[src/rtl/lfsr_pkg.sv]
// Shared types and constants for the lfsr_seq pseudo-random source.
// Optional period monitor: define LFSR_PERIOD_MON_EN.
package lfsr_pkg;

    typedef enum logic {
        IDLE = 1'b0,
        RUN  = 1'b1
    } lfsr_state_e;

    localparam logic [3:0] DEFAULT_TAPS_4 = 4'b1100;

    // Masks for x^n + ... + 1 with bit n-1 as the x^n tap
    function automatic logic [7:0] max_taps(input int width);
        logic [7:0] m;
        m = 8'h00;
        case (width)
            3:       m = 8'b0000_0110;
            4:       m = 8'b0000_1100;
            5:       m = 8'b0001_0100;
            6:       m = 8'b0011_0000;
            7:       m = 8'b0110_0000;
            8:       m = 8'b1011_1000;
            default: m = 8'h00;
        endcase
        return m;
    endfunction

endpackage

[src/rtl/lfsr_step.sv]
// One Fibonacci LFSR step: shift toward MSB, feedback into bit 0.
// Combinational; shared by single- and multi-step sequencers.
module lfsr_step #(
    parameter int               WIDTH = 4,
    parameter logic [WIDTH-1:0] TAPS  = 4'b1100
) (
    input  logic [WIDTH-1:0] i_state,
    output logic [WIDTH-1:0] o_state
);

    logic w_fb;

    assign w_fb    = ^(i_state & TAPS);
    assign o_state = {i_state[WIDTH-2:0], w_fb};

endmodule

[src/rtl/lfsr_seq.sv]
// Parametrised LFSR with seed load, free-run and counted-run modes.
// Period monitor (wrap output) built only with LFSR_PERIOD_MON_EN.
import lfsr_pkg::*;

module lfsr_seq #(
    parameter int               WIDTH      = 4,
    parameter logic [WIDTH-1:0] TAPS       = WIDTH'(DEFAULT_TAPS_4),
    parameter logic [WIDTH-1:0] RESET_SEED = WIDTH'(1),
    parameter int               CNT_W      = 8
) (
    input  logic             clk,
    input  logic             rst,
    input  logic             load,
    input  logic [WIDTH-1:0] seed,
    input  logic             en,
    input  logic             start,
    input  logic [CNT_W-1:0] count,
    output logic             busy,
    output logic             done,
    output logic [WIDTH-1:0] data_out,
    output logic             wrap
);

    lfsr_state_e      r_fsm;
    lfsr_state_e      w_fsm_nxt;
    logic [WIDTH-1:0] r_state;
    logic [WIDTH-1:0] w_state_nxt;
    logic [WIDTH-1:0] w_stepped;
    logic [CNT_W-1:0] r_left;
    logic [CNT_W-1:0] w_left_nxt;
    logic             r_done;
    logic             w_done_nxt;
    logic             w_step;

    lfsr_step #(
        .WIDTH (WIDTH),
        .TAPS  (TAPS)
    ) u_step (
        .i_state (r_state),
        .o_state (w_stepped)
    );

    always_comb begin
        w_fsm_nxt   = r_fsm;
        w_state_nxt = r_state;
        w_left_nxt  = r_left;
        w_done_nxt  = 1'b0;
        w_step      = 1'b0;
        if (load) begin
            // A zero seed would lock the register; force a nonzero one
            w_state_nxt = (seed == '0) ? WIDTH'(1) : seed;
            w_fsm_nxt   = IDLE;
        end else begin
            unique case (r_fsm)
                RUN: begin
                    w_step      = 1'b1;
                    w_state_nxt = w_stepped;
                    w_left_nxt  = r_left - CNT_W'(1);
                    if (r_left == CNT_W'(1)) begin
                        w_fsm_nxt  = IDLE;
                        w_done_nxt = 1'b1;
                    end
                end
                default: begin
                    if (start) begin
                        if (count == '0) begin
                            w_done_nxt = 1'b1;
                        end else begin
                            w_fsm_nxt  = RUN;
                            w_left_nxt = count;
                        end
                    end else if (en) begin
                        w_step      = 1'b1;
                        w_state_nxt = w_stepped;
                    end
                end
            endcase
        end
    end

    always_ff @(posedge clk) begin
        if (rst) begin
            r_fsm   <= IDLE;
            r_state <= RESET_SEED;
            r_left  <= '0;
            r_done  <= 1'b0;
        end else begin
            r_fsm   <= w_fsm_nxt;
            r_state <= w_state_nxt;
            r_left  <= w_left_nxt;
            r_done  <= w_done_nxt;
        end
    end

    assign busy     = (r_fsm == RUN);
    assign done     = r_done;
    assign data_out = r_state;

`ifdef LFSR_PERIOD_MON_EN
    logic [WIDTH-1:0] r_ref;
    logic [WIDTH-1:0] r_period;
    logic             r_wrap;
    logic             w_hit;

    assign w_hit = w_step && (w_stepped == r_ref);

    always_ff @(posedge clk) begin
        if (rst) begin
            r_ref    <= RESET_SEED;
            r_period <= '0;
            r_wrap   <= 1'b0;
        end else if (load) begin
            r_ref    <= w_state_nxt;
            r_period <= '0;
            r_wrap   <= 1'b0;
        end else begin
            r_wrap <= w_hit;
            if (w_hit) begin
                r_period <= '0;
            end else if (w_step) begin
                r_period <= r_period + WIDTH'(1);
            end
        end
    end

    assign wrap = r_wrap;
`else
    assign wrap = 1'b0;
`endif

endmodule

[config.mk]
export PLATFORM = sky130hd
export DESIGN_NAME = lfsr_seq
export DESIGN_NICKNAME = d
export VERILOG_FILES = /design/src/rtl/lfsr_pkg.sv /design/src/rtl/lfsr_step.sv /design/src/rtl/lfsr_seq.sv
export SDC_FILE = /design/constraint.sdc
export NUM_CORES = 1
export LEC_CHECK = 0
export ABC_AREA = 1
export BUFFER_PORTS_ARGS = -buffer_cell sky130_fd_sc_hd__buf_2
export CAP_MARGIN = 20
export CORE_MARGIN = 1.5
export CORE_UTILIZATION = 56
export DETAILED_ROUTE_END_ITERATION = 6
export PLACE_DENSITY = 0.81
export REMOVE_ABC_BUFFERS = 1
export SYNTH_ARGS = -nofsm -noshare
export SYNTH_HDL_FRONTEND = slang
export SYNTH_HIERARCHICAL = 1
export SYNTH_SLANG_ARGS = --single-unit
[constraint.sdc]
create_clock -name clk -period 1.9 [get_ports clk]
set_clock_uncertainty 0.05 [all_clocks]
set_input_delay 0.095 -clock clk [delete_from_list [all_inputs] [get_ports clk]]
set_output_delay 0.095 -clock clk [all_outputs]
set_load 0.05 [all_outputs]
==> results by group <==
GRT
  • Met2 Use GR: 0.380
  • Gr usage total: 0.250
  • Routing usage on met3: 0.0720
  • Largest net degree at the start of global routing: 12
  • GRT Max-Usage Layer: met2
  • Initial antenna violation count: 0
  • Total grt overflow: 0
  • Vias in the first global route: roughly 920
  • First-pass GRT wire length: ~3.7 mm
  • Global routing usage on met1: 0.320

Power
  • Pwr Density: 655 nW/µm²
  • Leak: ~0.57 nW
  • Peak supply drop: approximately 0.45 mV

Synthesis
  • Post-Syn Instances: 164
  • Synth area leaders: dfxtp_1 (28%), nand2_1 (19%), nor2_1 (9.1%), inv_1 (8.0%), nand3_1 (7.6%)
  • Synth area leader: dfxtp_1
  • Share of the synthesized area in the top cell type: 0.283
  • Synth unique cells: 25
  • Simple-Gate Fraction of Synth Area: 0.408
  • FF+latch count, synth: 14
  • Yosys warns: 6
  • Mux cell area share after synthesis: 0
  • Compound-Gate Fraction of Synth Area: 0.138
  • Synth Area in XOR/XNOR: 0
  • Synth Area in Adders: 0.0253
  • Mapped Area: a little under 1000 µm²
  • Largest family of logic cells by synthesized area: simple AND/OR/NAND/NOR gates
  • Sequential share of the synthesized area: 0.283
  • Mean Syn Cell Area: 6.04 µm²

Run status
  • Status: complete, no violations

Drt
  • Via density per instance: 5.31
  • Post-DRT Antenna Nets: 0
  • TritonRoute pass-1 iters: 4
  • Initial DRC count: 17
  • Post-route DRC: 0
  • Vias: 1,068
  • WL per Instance: 11.0 µm
  • Final wirelength: between 2 and 2.5 mm

Placement
  • Buffers on Ports: 22
  • Placed Cells: between 150 and 200
  • Final GP Congestion: ~0.9
  • DP HPWL: 1.72 mm

Critical path
  • Crit path capture type: register
  • Worst-path fanout max: 10
  • Element type at the critical path start: register
  • R2r worst-path depth: 6
  • Required @ worst endpoint: a little over 2 ns
  • CP Class: register to register
  • Worst path arrival time: 1.58 ns

Timing
  • Final Critical Period: between 1 and 1.5 ns
  • Fin crit share: 0.754
  • Total Neg Setup Slack: 0 ns
  • Slew Limit Fails: 0
  • Hold Fails Final Rpt: 0
  • Hold_ws: around 0.033 ns
  • Max Freq: roughly 700 MHz
  • RSZ-0062 raised after global routing: no
  • Final setup fails: 0

Finish
  • Diode count: 0
  • FILL cells: 164
  • Final Non-Filler Cells: 201
  • Layout cells sized above 1: 0.201
  • Nets: 205
  • Area growth syn-to-layout: 12.0%

Clock network
  • CTS tree: yes
  • Clk Tree Root Cell: clkbuf_4
  • Clock Tree Buf Depth: 2
  • Clk slew on worst S/H paths: around 0.080 ns
  • Sink Count: 14
  • Clk_lat worst skew: around 0.28 ns
  • TritonCTS Buffers: 3
  • Post-CTS Setup Repair Bufs: 0
  • Htree depth: 1

Floorplan
  • Die height: ~45 µm
  • Placeable Area: between 1500 and 2000 µm²
  • Initial core utilization: 0.587
  • Die W: approximately 45 µm
  • FP Rows: 15
  • I/O pin cnt: 24
  • Die Footprint: ~2000 µm²

Worst hold path
  • Worst Hold Path Cells: 3
  • Worst hold path class: input pin to register

Job
  • Maxcap violations: 0
layer usage:
metal | vias to the layer above | part of all wire
met5 | - | 0
met1 | 475 | 0.45
met2 | 37 | 0.47
met3 | 6 | 0.066
li1 | 550 | -
met4 | 0 | 0.011
cells in the final DEF (no fill, tap or decap), types with 2 or more instances in the layout:
cell type / instances
nor2_2: 3
clkbuf_4: 3
ha_1: 2
a31oi_1: 4
a21oi_1: 4
inv_1: 21
buf_2: 22
dfxtp_1: 14
nand3_1: 15
nor2_1: 24
o21ai_0: 8
nand2_1: 50
Yosys cell counts:
library cell  number
nand2_1           50
nor2_1            24
inv_1             21
nand3_1           15
dfxtp_1           14
o21ai_0            8
buf_4              5
a21oi_1            4
a31oi_1            4
nor2_2             3
ha_1               2
a21oi_2            1
buf_6              1
clkbuf_1           1
conb_1             1
inv_2              1
inv_4              1
nand2_2            1
nand3_2            1
nand4_1            1
nor3_2             1
o211ai_1           1
o21ai_2            1
o21bai_4           1
o31ai_1            1
power breakdown:
| group | internal, mW | switching [mW] | total (mW) |
|---|---|---|---|
| logic | 0.0755 | 0.146 | 0.221 |
| clock network | 0.0734 | 0.0956 | 0.169 |
| registers | 0.315 | 0.0221 | 0.337 |
critical path, stage by stage, from the launching register on:
cell,delay [ns]
dfxtp_1,0.56
nor2_2,0.10
nand3_2,0.11
nor2_2,0.05
nor2_2,0.22
nand2_1,0.09
a21oi_1,0.17
cell type report:
type	count	area, µm²	share of cell area
Sequential cell	14	280	0.253
Inverter	23	88.8	0.0800
Multi-Input combinational cell	120	569	0.513
Tap cell	17	21.3	0.0192
Clock buffer	3	22.5	0.0203
Timing Repair Buffer	24	128	0.115
through the flow:
step | worst slack [ns] | area (µm²) | util | total power [mW]
3_3_place_gp | 0.584 | 1080 | 0.638 | 0.555
4_1_cts | 0.509 | 1110 | 0.657 | 0.727
5_1_grt | 0.348 | 1110 | 0.657 | 0.776
3_5_place_dp | 0.532 | 1080 | 0.638 | 0.562
2_1_floorplan | 0.300 | 938 | - | 0.500
6_report | 0.468 | 1110 | 0.657 | 0.727
cells by family after synthesis:
group                    after synthesis
AO/OA/AOI/OAI                         21
adder cells (fa/ha/maj)                2
buffers and inverters                 30
flip-flops                            14
other                                  1
AND/OR/NAND/NOR                       96
state kept, by name (all words and copies together), names as in the netlist:
| signal | cells |
|---|---|
| done | 1 |
| r_left | 8 |
| data_out | 4 |
| busy | 1 |
final timing paths:
check	start	end	slack, ns
max reg2reg	busy$_SDFF_PP0_	r_left[2]$_SDFFE_PP0P_	0.47
max	busy$_SDFF_PP0_	r_left[2]$_SDFFE_PP0P_	0.47
min	seed[2]	data_out[2]$_SDFFE_PP0P_	0.03
min reg2reg	data_out[0]$_SDFFE_PP1P_	data_out[1]$_SDFFE_PP0P_	0.45
what timing repair did:
action,in CTS,in global routing
endpoints found under the setup margin,0,0
hold buffers,1,0
endpoints found under the hold margin,3,0
gates resized for setup,0,0
Power figures use the tool's default switching activity.
